File: src/rtl/calc_alu_if.sv
// Handshake and data bundle between the keypad/control FSM (master) and
// the calculator ALU (slave).
interface calc_alu_if #(
    parameter int WIDTH = 14
);
    logic [WIDTH-1:0] operand_a;
    logic [WIDTH-1:0] operand_b;
    logic [1:0]       op;
    logic             start;
    logic             clear;
    logic             busy;
    logic             done;
    logic [WIDTH-1:0] result;
    logic             error;

    modport master (
        output operand_a, operand_b, op, start, clear,
        input  busy, done, result, error
    );

    modport slave (
        input  operand_a, operand_b, op, start, clear,
        output busy, done, result, error
    );
endinterface

File: src/rtl/calc_alu.sv
// Sequential calculator ALU: add/sub in one step, shift-add multiply and
// restoring divide one bit per cycle. The result is saturated to MAX_VALUE
// and held for the display until the next done or an idle clear.
module calc_alu #(
    parameter int WIDTH     = 14,
    parameter int MAX_VALUE = 9999
) (
    input  logic        clk,
    input  logic        reset,
    calc_alu_if.slave   bus
);
    localparam int                   CW    = $clog2(WIDTH + 1);
    localparam logic [WIDTH-1:0]     MAX_W = WIDTH'(MAX_VALUE);
    localparam logic [2*WIDTH-1:0]   MAX_P = (2*WIDTH)'(MAX_VALUE);

    typedef enum logic [2:0] {IDLE, ADDSUB, MUL, DIV, FINISH} state_t;

    state_t             state;
    logic [WIDTH-1:0]   a_q;      // operand a; becomes the quotient during DIV
    logic [WIDTH-1:0]   b_q;      // operand b; shifted right as multiplier during MUL
    logic [1:0]         op_q;
    logic [CW-1:0]      cnt;
    logic [2*WIDTH-1:0] prod;
    logic [2*WIDTH-1:0] mcand;
    logic [WIDTH-1:0]   rem;
    logic [WIDTH-1:0]   tmp_res;  // add/sub outcome, staged for FINISH
    logic               tmp_err;  // add/sub error, or divide-by-zero flag
    logic               busy_q;
    logic               done_q;
    logic [WIDTH-1:0]   res_q;
    logic               err_q;

    logic [WIDTH-1:0]   a_clamp;
    logic [WIDTH-1:0]   b_clamp;
    logic [WIDTH:0]     sum;
    logic [WIDTH:0]     shifted;
    logic [WIDTH-1:0]   rem_sub;

    assign a_clamp = (bus.operand_a > MAX_W) ? MAX_W : bus.operand_a;
    assign b_clamp = (bus.operand_b > MAX_W) ? MAX_W : bus.operand_b;
    assign sum     = {1'b0, a_q} + {1'b0, b_q};
    // Partial remainder shifted left with the next dividend bit (MSB first).
    // The remainder is always below b, so it fits in WIDTH bits.
    assign shifted = {rem, a_q[WIDTH-1]};
    assign rem_sub = WIDTH'(shifted - {1'b0, b_q});

    assign bus.busy   = busy_q;
    assign bus.done   = done_q;
    assign bus.result = res_q;
    assign bus.error  = err_q;

    // Control FSM and datapath; all outputs registered.
    always_ff @(posedge clk or negedge reset) begin
        if (!reset) begin
            state   <= IDLE;
            a_q     <= '0;
            b_q     <= '0;
            op_q    <= '0;
            cnt     <= '0;
            prod    <= '0;
            mcand   <= '0;
            rem     <= '0;
            tmp_res <= '0;
            tmp_err <= 1'b0;
            busy_q  <= 1'b0;
            done_q  <= 1'b0;
            res_q   <= '0;
            err_q   <= 1'b0;
        end else begin
            done_q <= 1'b0;
            case (state)
                IDLE: begin
                    if (bus.start) begin
                        a_q     <= a_clamp;
                        b_q     <= b_clamp;
                        op_q    <= bus.op;
                        cnt     <= '0;
                        prod    <= '0;
                        mcand   <= {{WIDTH{1'b0}}, a_clamp};
                        rem     <= '0;
                        tmp_err <= 1'b0;
                        busy_q  <= 1'b1;
                        if (!bus.op[1])     state <= ADDSUB;
                        else if (!bus.op[0]) state <= MUL;
                        else                 state <= DIV;
                    end else if (bus.clear) begin
                        res_q <= '0;
                        err_q <= 1'b0;
                    end
                end
                ADDSUB: begin
                    if (!op_q[0]) begin
                        if (sum > {1'b0, MAX_W}) begin
                            tmp_res <= MAX_W;
                            tmp_err <= 1'b1;
                        end else begin
                            tmp_res <= sum[WIDTH-1:0];
                            tmp_err <= 1'b0;
                        end
                    end else begin
                        if (a_q < b_q) begin
                            tmp_res <= '0;
                            tmp_err <= 1'b1;
                        end else begin
                            tmp_res <= a_q - b_q;
                            tmp_err <= 1'b0;
                        end
                    end
                    state <= FINISH;
                end
                MUL: begin
                    if (b_q[0]) prod <= prod + mcand;
                    mcand <= mcand << 1;
                    b_q   <= b_q >> 1;
                    cnt   <= cnt + CW'(1);
                    if (cnt == CW'(WIDTH - 1)) state <= FINISH;
                end
                DIV: begin
                    // Zero divisor is caught before any iteration runs.
                    if (cnt == '0 && b_q == '0) begin
                        tmp_err <= 1'b1;
                        state   <= FINISH;
                    end else begin
                        if (shifted >= {1'b0, b_q}) begin
                            rem <= rem_sub;
                            a_q <= {a_q[WIDTH-2:0], 1'b1};
                        end else begin
                            rem <= shifted[WIDTH-1:0];
                            a_q <= {a_q[WIDTH-2:0], 1'b0};
                        end
                        cnt <= cnt + CW'(1);
                        if (cnt == CW'(WIDTH - 1)) state <= FINISH;
                    end
                end
                FINISH: begin
                    case (op_q)
                        2'b10: begin
                            if (prod > MAX_P) begin
                                res_q <= MAX_W;
                                err_q <= 1'b1;
                            end else begin
                                res_q <= prod[WIDTH-1:0];
                                err_q <= 1'b0;
                            end
                        end
                        2'b11: begin
                            res_q <= tmp_err ? '0 : a_q;
                            err_q <= tmp_err;
                        end
                        default: begin
                            res_q <= tmp_res;
                            err_q <= tmp_err;
                        end
                    endcase
                    done_q <= 1'b1;
                    busy_q <= 1'b0;
                    state  <= IDLE;
                end
                default: state <= IDLE;
            endcase
        end
    end
endmodule

File: src/flat_wrapper.sv
// flat-port wrapper written by rule: the top's interface ports become plain ports
module calc_alu_flat 
#(
    parameter int WIDTH     = 14,
    parameter int MAX_VALUE = 9999
)
  (clk, reset, bus_operand_a, bus_operand_b, bus_op, bus_start, bus_clear, bus_busy, bus_done, bus_result, bus_error);
  calc_alu_if #(.WIDTH(WIDTH)) bus_i ();
  input  logic clk;
  input  logic reset;
  input wire logic [$bits(bus_i.operand_a)-1:0] bus_operand_a;
  input wire logic [$bits(bus_i.operand_b)-1:0] bus_operand_b;
  input wire logic [$bits(bus_i.op)-1:0] bus_op;
  input wire logic [$bits(bus_i.start)-1:0] bus_start;
  input wire logic [$bits(bus_i.clear)-1:0] bus_clear;
  output wire logic [$bits(bus_i.busy)-1:0] bus_busy;
  output wire logic [$bits(bus_i.done)-1:0] bus_done;
  output wire logic [$bits(bus_i.result)-1:0] bus_result;
  output wire logic [$bits(bus_i.error)-1:0] bus_error;
  assign bus_i.operand_a = bus_operand_a;
  assign bus_i.operand_b = bus_operand_b;
  assign bus_i.op = bus_op;
  assign bus_i.start = bus_start;
  assign bus_i.clear = bus_clear;
  assign bus_busy = bus_i.busy;
  assign bus_done = bus_i.done;
  assign bus_result = bus_i.result;
  assign bus_error = bus_i.error;
  calc_alu #(.WIDTH(WIDTH), .MAX_VALUE(MAX_VALUE)) u_core (.clk(clk), .reset(reset), .bus(bus_i));
endmodule
File: config.mk
export PLATFORM = sky130hd
export DESIGN_NAME = calc_alu_flat
export DESIGN_NICKNAME = d
export VERILOG_FILES = /design/src/rtl/calc_alu_if.sv /design/src/rtl/calc_alu.sv /design/src/flat_wrapper.sv
export SDC_FILE = /design/constraint.sdc
export NUM_CORES = 1
export LEC_CHECK = 0
export CORE_ASPECT_RATIO = 0.75
export CORE_MARGIN = 2
export CORE_UTILIZATION = 35
export DETAILED_ROUTE_END_ITERATION = 8
export GPL_ROUTABILITY_DRIVEN = 1
export GPL_TIMING_DRIVEN = 0
export HOLD_SLACK_MARGIN = 0.02
export PLACE_DENSITY = 0.52
export SYNTH_ARGS = -nofsm -noshare
export SYNTH_HDL_FRONTEND = slang
export SYNTH_SLANG_ARGS = --single-unit
File: constraint.sdc
create_clock -name clk -period 4.4 [get_ports clk]
set_clock_uncertainty 0.05 [all_clocks]
set_input_delay 0.66 -clock clk [delete_from_list [all_inputs] [get_ports clk]]
set_output_delay 0.66 -clock clk [all_outputs]
set_load 0.02 [all_outputs]
==> results of run 1 <==
[power by group]
group	internal [mW]	leakage [nW]	switching [mW]
Combinational	1.90	3.00	3.29
Clock	1.01	0.308	0.598
Sequential	1.70	1.81	0.539
Total	4.62	5.12	4.43
[logic make-up (layout without fill, tap and decap cells)]
kind of cell / count (synthesis) / in the layout / synth area share [%]
XOR/XNOR: 48 / 48 / 4.31
multiplexers: 13 / 13 / 1.34
adder cells (fa/ha/maj): 76 / 76 / 10.1
buffers and inverters: 119 / 200 / 4.69
flip-flops: 139 / 139 / 35.7
AND/OR/NAND/NOR: 371 / 371 / 17.6
AO/OA/AOI/OAI: 402 / 402 / 26.3
[through the flow]
| step | setup TNS (ps) | utilization [%] | instances |
|---|---|---|---|
| final | 0 | 41.8 | 1600 |
| after global routing | 0 | 41.8 | 1600 |
| after CTS | 0 | 41.7 | 1600 |
| after detailed placement | 0 | 39.4 | 1570 |
| after global placement | -502880 | 39.3 | 1569 |
| after floorplan | 0 | - | 1168 |
[flip-flops by register name, summed over array words and instances, names as in the netlist]
register and count:
u_core.a_q 14, u_core.b_q 14, u_core.bus.busy 1, u_core.bus.done 1, u_core.bus.error 1, u_core.bus.result 14, u_core.cnt 4, u_core.mcand 28
u_core.op_q 2, u_core.prod 28, u_core.rem 14, u_core.state 3, u_core.tmp_err 1, u_core.tmp_res 14
[cells in the final DEF (no fill, tap or decap), drive strengths merged, types with 19 or more instances in the layout]
master / synthesis / routed
xnor2: 31 / 31
clkdlybuf4s50: 0 / 49
a21oi: 97 / 97
inv: 60 / 60
o21ai: 125 / 125
nand3: 43 / 43
clkbuf: 54 / 72
nor2: 100 / 100
nand2: 126 / 126
a31oi: 19 / 19
dfrtp: 139 / 139
a21o: 21 / 21
ha: 72 / 72
[cell type report]
cell class	count	area [µm²]	area share [%]
multi-input cells	910	5810	51.2
flip-flops and latches	139	3480	30.6
repair buffers	51	529	4.66
clock buffers	18	439	3.87
well taps	351	439	3.87
plain buffers	59	231	2.04
inverters	60	225	1.98
clock inverters	12	198	1.74
[path summary, 6_finish.rpt]
| path | start | endpoint | slack (ps) | depth (start not counted) |
|---|---|---|---|---|
| worst min-delay path | reset | u_core.tmp_res[5] | 130 | 1 |
| worst max-delay path | u_core.b_q[1] | u_core.tmp_res[11] | 280 | 11 |
| worst max register to register | u_core.b_q[1] | u_core.tmp_res[11] | 280 | 11 |
| min in group clk | u_core.bus.result[1] | u_core.bus.result[1] | 410 | 2 |
| max in group asynchronous | reset | u_core.mcand[24] | 3310 | 2 |
| worst min register to register | u_core.bus.result[1] | u_core.bus.result[1] | 410 | 2 |
[per-layer routing]
layer	part of all wire, %	vias up	GRT usage [%]
met5	0	-	0
met3	6.6	21	4.26
li1	-	4384	-
met2	39	283	30.1
met1	53	4341	35.5
met4	1.0	0	4.70
[critical path, stage by stage, from the launching register on]
cell and delay [ps]:
dfrtp_1 530, inv_1 260, fa_1 520, a21oi_1 160
o21bai_1 160, a2111oi_1 530, o31ai_1 180, o21ai_0 390
o21ai_0 180, clkbuf_1 330, a2111oi_0 600, nor3_1 90
==> run_results.csv, run 1 <==
group,metric,value,unit
setup_path,endpoint_kind,"flop",
drt,drc,0,
die,num_io_pins,51,
drt,drt_iter0_drc,797,
place,dp_slack,343,ps
cells_and_area,diodes,0,
synth,yosysWarnings,0,
clock_network,clk_pin_slew,60,ps
synth,synthesis.area,0.00974,mm²
place,port_buffers,50,
clock_network,clkSinkCount,139,
clock_network,cts_tree,"built",
power_and_ir_drop,p_per_area,797,mW/mm²
synth,ys_ff_latch,139,
setup_path,worst-path-max-fanout,10,
timing,finalHoldViolCount,0,
timing,slew-limit-headroom,47.4,%
cells_and_area,fin_area,0.0114,mm²
outcome,status,"finished clean",
grt,grt_pass1_wl,49200,µm
timing,fin_crit_sh,93.7,%
grt,grt_max_degree,92,
cells_and_area,fin_nets,1348,
place,gp_congestion,0.882,
grt,grt-ovfl-total,0,
timing,tightest_slew,789,ps
cells_and_area,fillers,2757,
synth,synthTopCellsByCount,"dfrtp_1, nand2_1, o21ai_0",
die,row_count,52,
synth,avgSynthCellArea,8.34,µm²
timing,worst_hold_slack,132,ps
timing,setup_viol,0,
power_and_ir_drop,finalPower,9.05,mW
timing,slew_viol_final,0,
synth,async_flop_share,100,%
synth,ys_types,68,
drt,vias,9029,
timing,period_minus_slack,4120,ps
synth,yosys.area.top_type_share,35.7,%
drt,first_pass_iters,6,
clock_network,hold_buffers,0,
grt,grt_usage,22.1,%
drt,drt-total-wl,31500,µm
setup_path,critPathKind,"flop to flop",
worst_hold_path,hold_path_class,"primary input to asynchronous set/reset pin",
clock_network,clock_path_buffers,2,
clock_network,clock_latency,440,ps
clock_network,cts_htree_levels,4,
power_and_ir_drop,leakage,5.12,nW
timing,rsz0062_at_grt,"no",
setup_path,arrival,4370,ps
power_and_ir_drop,vdd_drop_max,0.360,mV
die,start_util,35.8,%
synth,synth_ff_type,"dfrtp_1",
synth,yosysSeqAreaShare,35.7,%
synth,synthCells,1168,
die,die-area,0.0292,mm²
flow_run,maxCapViolCount,0,
drt,route.detailed.wl_per_inst,19.7,µm
clock_network,cts_resized,0,
cells_and_area,area_delta_synth_final,16.5,%
cells_and_area,final_layout_size_suffix_gt1_share,3.52,%
place,place_area,0.0107,mm²
clock_network,clock-root-buffer,"clkbuf_16",
timing,setup_ws,279,ps
synth,synth_fp_nets,1278,
grt,antenna_found_initial,0,
synth,post-synth-top-area-cell,"dfrtp_1",
drt,antenna_left,0,
clock_network,post_cts_buffers,0,
synth,synth.top_cells.by_area,"dfrtp_1, ha_1, o21ai_0",
drt,via_per_inst,5.64,
setup_path,cp-start-kind,"flop",
place,detailed_place_hpwl,24400,µm
die,die_w,197,µm
setup_path,required,4650,ps
synth,synth_edf_count,0,
timing,fmax,243,MHz
die,core-area,0.0272,mm²
clock_network,cts-buffers-inserted,17,
die,die-height,148,µm
grt,grt_pass1_vias,8267,
synth,yosys.cell_count.top_type,"dfrtp_1",
(Power assumes the default switching activity.)
==> inputs of run 2 (changes only) <==
--- a/config.mk
+++ b/config.mk
@@ -9,7 +9,7 @@
 export CORE_MARGIN = 2
 export CORE_UTILIZATION = 35
 export DETAILED_ROUTE_END_ITERATION = 8
-export GPL_ROUTABILITY_DRIVEN = 1
+export GPL_ROUTABILITY_DRIVEN = 0
 export GPL_TIMING_DRIVEN = 0
 export HOLD_SLACK_MARGIN = 0.02
 export PLACE_DENSITY = 0.52
==> results of run 2 <==
The final DEF is identical to that of run 1; final timing and power are the same.
==> inputs of run 3 (changes only) <==
--- a/config.mk
+++ b/config.mk
@@ -7,12 +7,12 @@
 export LEC_CHECK = 0
 export CORE_ASPECT_RATIO = 0.75
 export CORE_MARGIN = 2
-export CORE_UTILIZATION = 35
+export CORE_UTILIZATION = 46
 export DETAILED_ROUTE_END_ITERATION = 8
 export GPL_ROUTABILITY_DRIVEN = 0
 export GPL_TIMING_DRIVEN = 0
 export HOLD_SLACK_MARGIN = 0.02
-export PLACE_DENSITY = 0.52
+export PLACE_DENSITY = 0.65
 export SYNTH_ARGS = -nofsm -noshare
 export SYNTH_HDL_FRONTEND = slang
 export SYNTH_SLANG_ARGS = --single-unit
==> run 3 against run 2 <==
First-iteration DRC count increased by 30%. Sequential power about the same. Sequential share of layout area increased by 0.40 points. Worst setup slack got worse by 22 ps. Combinational power decreased by 2%. Cell count decreased by 3.8%. Total power decreased by 3.2%. Fmax decreased by 0.54%.
==> run_results.csv, run 3 (synthesis results as in run 1) <==
group,metric,value,unit
outcome,status,"finished clean",
drt,drt_iter0_drc,1039,
cells_and_area,reg_top3,"u_core.mcand (28), u_core.prod (28)",
drt,met2_length,12200,µm
grt,grt_pass1_vias,8230,
die,die_w,172,µm
timing,slew-limit-headroom,49.9,%
setup_path,path_cells,"inv_1, ha_1, clkbuf_1, nor3_1, o21ai_1, a211oi_1, o21ai_0, or4_4, a32oi_1, nor2b_1, buf_6, nand3b_1, a32o_1",
worst_hold_path,hold_path_class,"primary input to asynchronous set/reset pin",
grt,antenna_found_initial,0,
place,port_buffers,50,
clock_network,clock_path_buffers,2,
drt,dr.max_layer_used,"met4",
setup_path,crit_family,"compound AO/OA/AOI/OAI gates",
place,dp_slack,428,ps
drt,vias,9106,
setup_path,crit_slowest_cell,"or4_4",
cells_and_area,fillers,1994,
clock_network,clock-root-buffer,"clkbuf_16",
power_and_ir_drop,p_per_area,781,mW/mm²
drt,wirelength_met1,14500,µm
setup_path,endpoint_kind,"flop",
flow_run,maxCapViolCount,0,
drt,drt-total-wl,29300,µm
timing,tightest_slew,751,ps
setup_path,cp-start-kind,"flop",
clock_network,clkSinkCount,139,
cells_and_area,layout_commonest_cell,"dfrtp_1",
drt,first_pass_iters,5,
timing,period_minus_slack,4140,ps
clock_network,cts_resized,0,
setup_path,arrival,4410,ps
cells_and_area,fin_nets,1348,
setup_path,required,4660,ps
clock_network,cts_tree,"built",
power_and_ir_drop,leakage,5.08,nW
drt,route.detailed.wl_per_inst,19.0,µm
power_and_ir_drop,finalPower,8.76,mW
clock_network,clock_latency,430,ps
place,detailed_place_hpwl,22500,µm
place,place_area,0.0106,mm²
setup_path,crit_buf_inv,3,
clock_network,cts-buffers-inserted,17,
die,row_count,46,
grt,grt_max_degree,92,
timing,setup_viol,0,
cells_and_area,final_layout_size_suffix_gt1_share,3.28,%
drt,met3_length,2370,µm
clock_network,cts_htree_levels,4,
die,start_util,46.5,%
setup_path,worst-path-max-fanout,10,
grt,grt_usage,26.9,%
cells_and_area,most-common-layout-cells,"dfrtp_1, nand2_1, o21ai_0, nor2_1, a21oi_1",
clock_network,hold_buffers,0,
clock_network,clk_pin_slew,60,ps
die,core-area,0.0210,mm²
drt,via_per_inst,5.91,
setup_path,worst_r2r_path_depth,13,
setup_path,crit_cells,13,
die,die-height,130,µm
timing,fin_crit_sh,94.2,%
grt,grt_pass1_wl,46200,µm
setup_path,critPathKind,"flop to flop",
timing,rsz0062_at_grt,"no",
cells_and_area,fin_area,0.0112,mm²
setup_path,crit_path_max_incr_delay,580,ps
clock_network,post_cts_buffers,0,
cells_and_area,area_delta_synth_final,15.0,%
die,num_io_pins,51,
grt,grt-ovfl-total,0,
timing,slew_viol_final,0,
drt,drc,0,
timing,finalHoldViolCount,0,
timing,setup_ws,256,ps
die,die-area,0.0224,mm²
drt,antenna_left,0,
timing,final.setup.tns,0,ps
cells_and_area,fin_util,53.5,%
cells_and_area,multiInputGateArea,0.00581,mm²
timing,fmax,241,MHz
power_and_ir_drop,vdd_drop_max,0.320,mV
cells_and_area,regArea,0.00348,mm²
## run 3: cell count changes in the layout (fill, tap and decap cells not counted)
cell | before | now
clkinvlp_4 | 2 | 3
clkinv_4 | 2 | 3
diode_2 | 0 | 1
clkbuf_1 | 54 | 58
clkinv_2 | 3 | 2
bufinv_16 | 5 | 2
a211oi_1 | 8 | 9
a2111oi_1 | 1 | 0
a2111oi_0 | 3 | 4
a211oi_2 | 1 | 0
## run 3: power breakdown
group	internal (mW)	leakage (nW)	switching [mW]	total [mW]
Sequential	1.70	1.81	0.528	2.23
Combinational	1.90	3.00	3.20	5.10
Clock	0.850	0.270	0.576	1.43
Total	4.45	5.08	4.31	8.76
## run 3: worst paths after layout
check	to	startpoint	slack (ps)
max in group asynchronous	u_core.cnt[3]	reset	3350
setup reg to reg	u_core.tmp_res[0]	u_core.b_q[2]	260
setup / recovery	u_core.tmp_res[0]	u_core.b_q[2]	260
hold reg to reg	u_core.bus.result[8]	u_core.bus.result[8]	410
hold / removal	u_core.tmp_res[5]	reset	130
min in group clk	u_core.bus.result[8]	u_core.bus.result[8]	410
## run 3: area by class of cell
| type | instances | share of cell area [%] |
|---|---|---|
| clock inverter | 10 | 1.06 |
| timing repair buffer | 51 | 4.72 |
| tap | 288 | 3.22 |
| multi-input combinational | 910 | 51.8 |
| inverter | 60 | 2.01 |
| sequential | 139 | 31.0 |
| clock buffer | 22 | 4.05 |
| buffer | 59 | 2.07 |
| antenna | 1 | 0.0223 |
## run 3: per-stage QoR
stage	hold WS, ps	instances
3_3_place_gp	400	1506
3_5_place_dp	406	1507
4_1_cts	151	1539
6_report	126	1540
5_1_grt	168	1539
2_1_floorplan	314	1168
## run 3: layer usage
| layer | vias to the layer above | GRT usage [%] |
|---|---|---|
| met5 | - | 0 |
| met4 | 0 | 5.44 |
| met1 | 4363 | 42.3 |
| li1 | 4387 | - |
| met2 | 337 | 38.0 |
| met3 | 19 | 5.61 |
